## src/rtl/mvau_ctrl.sv

```systemverilog
`default_nettype none
// ============================================================================
// Module   : mvau_ctrl
// Purpose  : Fold sequencer for the SIMD x PE MVU array.
//            Captures the input vector on row fold 0 and replays it from the
//            buffer for the remaining row folds.
// Revision : 1.0
// ============================================================================
module mvau_ctrl #(
    parameter  int MatrixW = 4,
    parameter  int MatrixH = 4,
    parameter  int SIMD    = 2,
    parameter  int PE      = 2,
    localparam int c_SF    = MatrixW / SIMD,
    localparam int c_NF    = MatrixH / PE,
    localparam int c_SFW   = (c_SF > 1) ? $clog2(c_SF) : 1,
    localparam int c_NFW   = (c_NF > 1) ? $clog2(c_NF) : 1,
    localparam int c_WAW   = ((c_SF * c_NF) > 1) ? $clog2(c_SF * c_NF) : 1
) (
    input  logic             clk,
    input  logic             rst,
    input  logic             in_v,
    output logic             in_rdy,
    output logic             act_sel,
    output logic             buf_we,
    output logic [c_SFW-1:0] buf_addr,
    output logic [c_WAW-1:0] wgt_addr,
    output logic             mvu_en,
    output logic             acc_clr,
    output logic             acc_last,
    output logic [c_NFW-1:0] nf_idx,
    output logic             out_v,
    input  logic             out_rdy
);

    localparam logic [c_SFW-1:0] c_SF_LAST = c_SFW'(c_SF - 1);
    localparam logic [c_NFW-1:0] c_NF_LAST = c_NFW'(c_NF - 1);
    localparam logic [c_WAW-1:0] c_SF_W    = c_WAW'(c_SF);
    localparam logic             c_MULTI_NF = (c_NF > 1);

    typedef enum logic [0:0] {
        ST_FILL   = 1'b0,
        ST_REPLAY = 1'b1
    } state_t;

    state_t           r_state;
    state_t           w_state_nxt;
    logic [c_SFW-1:0] r_sf;
    logic [c_SFW-1:0] w_sf_nxt;
    logic [c_NFW-1:0] r_nf;
    logic [c_NFW-1:0] w_nf_nxt;
    logic             r_out_v;
    logic             w_out_v_nxt;

    logic             w_sf_last;
    logic             w_nf_last;
    logic             w_replay;
    logic             w_stall;
    logic             w_issue;

    assign w_sf_last = (r_sf == c_SF_LAST);
    assign w_nf_last = (r_nf == c_NF_LAST);
    assign w_replay  = (r_state == ST_REPLAY);

    // Only the result-producing beat must wait for a free output slot.
    assign w_stall = w_sf_last & r_out_v & ~out_rdy;
    assign w_issue = ~rst & ~w_stall & (w_replay | in_v);

    always_ff @(posedge clk) begin
        if (rst) begin
            r_state <= ST_FILL;
            r_sf    <= '0;
            r_nf    <= '0;
            r_out_v <= 1'b0;
        end else begin
            r_state <= w_state_nxt;
            r_sf    <= w_sf_nxt;
            r_nf    <= w_nf_nxt;
            r_out_v <= w_out_v_nxt;
        end
    end

    always_comb begin
        w_state_nxt = r_state;
        w_sf_nxt    = r_sf;
        w_nf_nxt    = r_nf;
        if (w_issue) begin
            if (w_sf_last) begin
                w_sf_nxt = '0;
                w_nf_nxt = w_nf_last ? '0 : (r_nf + c_NFW'(1));
                if (!w_replay && (r_nf == '0) && c_MULTI_NF) begin
                    w_state_nxt = ST_REPLAY;
                end else if (w_replay && w_nf_last) begin
                    w_state_nxt = ST_FILL;
                end
            end else begin
                w_sf_nxt = r_sf + c_SFW'(1);
            end
        end
        // Slot stays occupied until taken; a new result may refill it in the same cycle.
        w_out_v_nxt = (w_issue & w_sf_last) | (r_out_v & ~out_rdy);
    end

    always_comb begin
        in_rdy   = ~rst & ~w_replay & ~w_stall;
        mvu_en   = w_issue;
        acc_clr  = w_issue & (r_sf == '0);
        acc_last = w_issue & w_sf_last;
        buf_we   = w_issue & ~w_replay;
        act_sel  = ~rst & w_replay;
        buf_addr = '0;
        wgt_addr = '0;
        nf_idx   = '0;
        if (!rst) begin
            buf_addr = r_sf;
            wgt_addr = (c_WAW'(r_nf) * c_SF_W) + c_WAW'(r_sf);
            nf_idx   = r_nf;
        end
    end

    assign out_v = r_out_v;

endmodule
`default_nettype wire
```

## config.mk

```make
export PLATFORM = sky130hd
export DESIGN_NAME = mvau_ctrl
export DESIGN_NICKNAME = d
export VERILOG_FILES = /design/src/rtl/mvau_ctrl.sv
export SDC_FILE = /design/constraint.sdc
export NUM_CORES = 1
export LEC_CHECK = 0
export ABC_AREA = 1
export CAP_MARGIN = 0
export CORE_AREA = 2 2 39 41
export CTS_CLUSTER_DIAMETER = 50
export DETAILED_ROUTE_END_ITERATION = 12
export DIE_AREA = 0 0 41 43
export MAX_ROUTING_LAYER = met4
export PLACE_DENSITY = 0.49
export SLEW_MARGIN = 20
export SYNTH_ARGS = -nofsm -noshare
export SYNTH_HDL_FRONTEND = slang
export SYNTH_SLANG_ARGS = --single-unit
```

## constraint.sdc

```tcl
create_clock -name clk -period 1.41 [get_ports clk]
set_input_delay 0.3525 -clock clk [delete_from_list [all_inputs] [get_ports clk]]
set_output_delay 0.3525 -clock clk [all_outputs]
set_load 0.02 [all_outputs]
```

==> flow_summary.json, run 1 <==
{
  "fin_crit_ns": 1.37,
  "final_setup_tns_ns": 0,
  "place_worst_setup_slack_ns": -0.725,
  "reg2reg_setup_slack_ns": 0.25,
  "period_share_pct": 97.2,
  "cp_data_arrival_time_ns": 1.02,
  "die_area_mm2": 0.00176,
  "cts.sink_count": 4,
  "hpwl_um": 530,
  "cts_root_buf": "clkbuf_4",
  "io_buffer_count": 14,
  "maximum_number_of_pins_on_one_net_before_global_route_repair": 6,
  "firstDrtPassIters": 2,
  "yosysSeqAreaShare_pct": 30.6,
  "remaining_drc_errors": 0,
  "cp-startpoint": "out_rdy",
  "crit_end": "acc_clr",
  "design.final.nets": 68,
  "antenna_found_initial": 0,
  "htree_num_levels": 1,
  "setup_ws_ns": 0.0396,
  "drt-vias-per-instance": 3.68,
  "worst_path_max_delay_cell": "dlygate4sd2_1",
  "max-clock-path-buffers": 2,
  "syn_area_per_cell_um2": 6.88,
  "timing.fmax_mhz": 730,
  "max-cap-violations": 0,
  "worst_skew_pair.late_latency_ns": 0.23,
  "worstMarginPinSlew_ns": 0.202,
  "cp-start-kind": "input port",
  "crit_path_max_fanout": 3,
  "floorplan.core_area_mm2": 0.00138,
  "worst_ep_required_ns": 1.06,
  "reg_to_reg_endpoint": "r_state",
  "cell_row_count": 14,
  "nature_of_the_critical_path_endpoint": "primary output",
  "r2r-start": "r_state",
  "cts.reportedPaths.clkPinSlew_ns": 0.04,
  "vias": 283,
  "globalRouteOverflowTotal": 0,
  "rsz0062_at_grt": "yes",
  "max_slew_margin_pct": 86.6,
  "layout-drive-gt1-share_pct": 60.7,
  "max-vdd-ir-drop_mv": 0.295,
  "area_of_the_mapped_netlist_um2": 262,
  "antenna-diode-count": 0,
  "leakagePower_nw": 0.263,
  "die_height_um": 43,
  "grtUsageTotal_pct": 9.14,
  "floorplan.io_pins": 15,
  "hold_buffers": 0,
  "synthDistinctLibCells": 14,
  "cpPeakStageDelay_ns": 0.24,
  "final_antenna_net_count": 0,
  "numCtsBuffers": 3,
  "ff2ff_path_depth": 7,
  "grt_pass1_vias": 257,
  "wirelength_um": 648,
  "die-width_um": 41,
  "cts_tree": "done",
  "hp-class": "flip-flop to flip-flop",
  "critPathKind": "input port to primary output",
  "final_max_slew_viol_count": 0,
  "routabilityCongestion": 0.688,
  "final-hold-violation-count": 0,
  "yosys_register_bits": 4,
  "synth_fp_nets": 43,
  "relative_area_change_from_synthesis_to_final_layout_pct": 86.1,
  "initial_core_util_pct": 18.9,
  "drt-initial-drc-count": 3,
  "wire_length_of_the_first_global_routing_pass_um": 1020,
  "path_cells": "dlygate4sd2_1, inv_2, nand3_2, nand3_4, nor2_1, buf_4",
  "netlist_instances": 38,
  "synth.yosys.warnings": 0,
  "clock-skew-final_ns": 0.00187,
  "count_of_final_setup_violators": 0,
  "routed_wire_length_per_instance_um": 8.42,
  "power_density_mw_per_mm2": 794,
  "run_status": "finished, final reports clean"
}
area by class of cell:
cell class | count | area [um2]
fillers | 158 | 897
repair buffers | 22 | 164
multi-input cells | 22 | 156
flip-flops and latches | 4 | 86.3
inverters | 10 | 37.5
clock buffers | 3 | 22.5
well taps | 16 | 20.0
power breakdown:
| group | switching [mW] | leakage (nW) | internal (mW) | total (mW) |
|---|---|---|---|---|
| clock network | 0.0431 | 0.0138 | 0.0950 | 0.138 |
| registers | 0.00699 | 0.0342 | 0.121 | 0.128 |
| logic | 0.0654 | 0.215 | 0.0545 | 0.120 |
per-layer routing:
| metal | global-route usage (%) | wire (um) | vias up |
|---|---|---|---|
| li1 | - | - | 160 |
| met1 | 11.5 | 312 | 110 |
| met2 | 11.9 | 270 | 13 |
| met3 | 3.14 | 65 | 0 |
| met4 | 6.00 | 0 | 0 |
| met5 | - | 0 | - |
worst min path at each step:
stage,from,to,slack (ns),depth (start not counted)
after floorplan,rst,out_v,0.42,1
after global placement,r_nf,r_nf,0.56,3
after detailed placement,r_nf,r_nf,0.56,3
after CTS,out_v,out_v,0.54,2
after global routing,out_v,out_v,0.54,2
final,out_v,out_v,0.52,2
timing repair:
action / in CTS / in global routing
pin swaps: 3 / 3
gates resized for setup: 58 / 7
setup endpoints to repair: 11 / 4
setup buffers: 2 / 0
synth_stat cells:
master	instances	share of area [%]
a21oi_1	2	3.8
buf_4	2	5.7
dfxtp_1	4	31
ha_1	1	4.8
inv_1	8	11
inv_2	2	2.9
nand2_1	4	5.7
nand2_4	1	4.3
nand3_1	2	3.8
nand4_4	1	8.1
nor2_1	8	11
nor2_2	1	2.4
o211ai_1	1	2.9
o21ai_1	1	1.9
placed cells by master (no fill, tap or decap):
cell type        Yosys  routed
a21oi_1              2       2
buf_2                0       3
buf_4                2      15
clkbuf_4             0       3
clkdlybuf4s15_1      0       1
dfxtp_1              4       1
dfxtp_2              0       2
dfxtp_4              0       1
dlygate4sd2_1        0       3
ha_1                 1       1
inv_1                8       6
inv_2                2       4
nand2_1              4       3
nand2_2              0       1
nand2_4              1       1
nand3_2              0       1
nand3_4              0       1
nand4_4              1       1
nor2_1               8       5
nor2_2               1       4
o211ai_1             1       1
o21ai_1              1       1
registers in the layout (all words and copies together) (netlist names):
| name | flops |
|---|---|
| out_v | 1 |
| r_nf | 1 |
| r_sf | 1 |
| r_state | 1 |
cells by family after synthesis:
family,after synthesis,share of synthesized area [%]
simple gates,17,35.9
compound gates,4,8.61
fa+ha+maj,1,4.78
flops,4,30.6
buf+inv,12,20.1
per-stage QoR:
| stage | hold slack (ns) | instance area [um2] | total power, mW | util, % | cells |
|---|---|---|---|---|---|
| CTS | 0.542 | 467 | 0.391 | 33.7 | 77 |
| floorplan | 0.422 | 262 | 0.192 | - | 38 |
| global route | 0.543 | 487 | 0.419 | 35.2 | 77 |
| finish | 0.521 | 487 | 0.386 | 35.2 | 77 |
| detailed placement | 0.558 | 452 | 0.250 | 32.6 | 72 |
| global placement | 0.558 | 452 | 0.249 | 32.6 | 72 |
critical path, delay by kind of cell:
kind	cells	cell delay, ns
buffers and inverters	3	0.45
AND/OR/NAND/NOR	3	0.21
(Power assumes the default switching activity.)
==> inputs of run 2 (changes only) <==
RECOVER_POWER = 25   (was not set)
==> flow_summary.json, run 2 (synthesized netlist as in run 1, its figures left out) <==
{
  "placed_instances": 72,
  "fillers": 158,
  "htree_num_levels": 1,
  "path_cells": "dlygate4sd2_1, inv_2, nand3_2, nand3_4, nor2_1, buf_4",
  "globalRouteOverflowTotal": 0,
  "worst_path_max_delay_cell": "dlygate4sd2_1",
  "die_area_mm2": 0.00176,
  "final_max_slew_viol_count": 0,
  "post-layout-total-power_mw": 0.385,
  "critPathKind": "input port to primary output",
  "cts_tree": "done",
  "worstMarginPinSlew_ns": 0.240,
  "routed_wire_length_per_instance_um": 8.44,
  "cts.sink_count": 4,
  "layout-drive-gt1-share_pct": 59.0,
  "hp-class": "flip-flop to flip-flop",
  "final-hold-violation-count": 0,
  "rsz0062_at_grt": "yes",
  "routabilityCongestion": 0.688,
  "fin_crit_ns": 1.37,
  "count_of_final_setup_violators": 0,
  "period_share_pct": 97.2,
  "power_density_mw_per_mm2": 797,
  "wire_length_of_the_first_global_routing_pass_um": 1020,
  "relative_area_change_from_synthesis_to_final_layout_pct": 84.7,
  "timing.critical_path.buf_inv": 3,
  "cp_data_arrival_time_ns": 1.02,
  "firstDrtPassIters": 2,
  "initial_core_util_pct": 18.9,
  "final_setup_tns_ns": 0,
  "numCtsBuffers": 3,
  "final_design_area_no_fill_um2": 483,
  "cpPeakStageDelay_ns": 0.24,
  "wirelength_um": 650,
  "seqCellArea_um2": 86.3,
  "fin_cells": 77,
  "crit_family": "buffers and inverters",
  "final_antenna_net_count": 0,
  "cell_row_count": 14,
  "die-width_um": 41,
  "antenna-diode-count": 0,
  "crit_path_max_fanout": 3,
  "cts_root_buf": "clkbuf_4",
  "max-vdd-ir-drop_mv": 0.295,
  "reg2reg_setup_slack_ns": 0.24,
  "floorplan.core_area_mm2": 0.00138,
  "nature_of_the_critical_path_endpoint": "primary output",
  "detailed_place.area_um2": 452,
  "io_buffer_count": 14,
  "grt_pass1_vias": 257,
  "clock-skew-final_ns": 0.00187,
  "cts.reportedPaths.clkPinSlew_ns": 0.04,
  "max-cap-violations": 0,
  "max-clock-path-buffers": 2,
  "antenna_found_initial": 0,
  "timing.fmax_mhz": 730,
  "layout_commonest_cell": "buf_4",
  "grtUsageTotal_pct": 9.14,
  "drt-vias-per-instance": 3.65,
  "design.final.nets": 68,
  "hpwl_um": 530,
  "drt-initial-drc-count": 2,
  "run_status": "finished, final reports clean",
  "vias": 281,
  "leakagePower_nw": 0.260,
  "die_height_um": 43,
  "worst_skew_pair.late_latency_ns": 0.23,
  "layout_common_cells": "14 x buf_4, 6 x inv_1, 5 x nor2_1",
  "cp-start-kind": "input port",
  "maximum_number_of_pins_on_one_net_before_global_route_repair": 6,
  "remaining_drc_errors": 0,
  "worst_ep_required_ns": 1.06,
  "floorplan.io_pins": 15,
  "multi_input_logic_area_um2": 156,
  "max_slew_margin_pct": 84.0
}
[run 2: changes by cell type in the layout (fill, tap and decap cells not counted)]
cell | before | now
buf_4 | 15 | 14
clkbuf_1 | 0 | 1
o21ai_0 | 0 | 1
o21ai_1 | 1 | 0
[run 2: layout make-up]
type | count | area share (%)
Inverter | 10 | 7.77
Multi-Input combinational cell | 22 | 32.4
Timing Repair Buffer | 22 | 33.2
Clock buffer | 3 | 4.66
Sequential cell | 4 | 17.9
Tap cell | 16 | 4.15
[run 2: worst min-delay path, delay by kind of cell, from the launching register on]
kind / cells / cell delay (ns)
DFF: 1 / 0.32
and+or+nand+nor: 1 / 0.09
AOI/OAI and AO/OA: 1 / 0.07
[run 2: stage by stage]
step	setup slack (ns)	hold slack, ns	utilization [%]
after global routing	-0.00490	0.543	34.9
final	0.0396	0.521	34.9
after floorplan	0.0729	0.422	-
after CTS	0.00593	0.542	33.7
after detailed placement	-0.725	0.558	32.6
after global placement	-0.710	0.558	32.6
[run 2: per-layer routing]
| metal | share of wire, % | wire length (um) | GRT usage [%] |
|---|---|---|---|
| met4 | 0 | 0 | 6.00 |
| met3 | 10 | 65 | 3.14 |
| met2 | 42 | 271 | 11.9 |
| met5 | 0 | 0 | - |
| met1 | 48 | 313 | 11.5 |
[run 2: path summary, 6_finish.rpt]
path,cells past startpoint,from,end
max,6,out_rdy,acc_clr
min,2,out_v,out_v
max reg2reg,7,r_state,r_state
min reg2reg,2,out_v,out_v
[run 2: what timing repair did]
item | in CTS | in global routing
buffers inserted | 2 | 0
resized for setup | 58 | 7
setup endpoints to repair | 11 | 4
hold buffers | 0 | 0
pin swaps | 3 | 3
[run 2: where the power goes]
group / switching, mW / internal [mW] / total [mW] / leakage (nW)
Combinational: 0.0652 / 0.0533 / 0.118 / 0.212
Clock: 0.0432 / 0.0950 / 0.138 / 0.0138
Sequential: 0.00699 / 0.121 / 0.128 / 0.0342
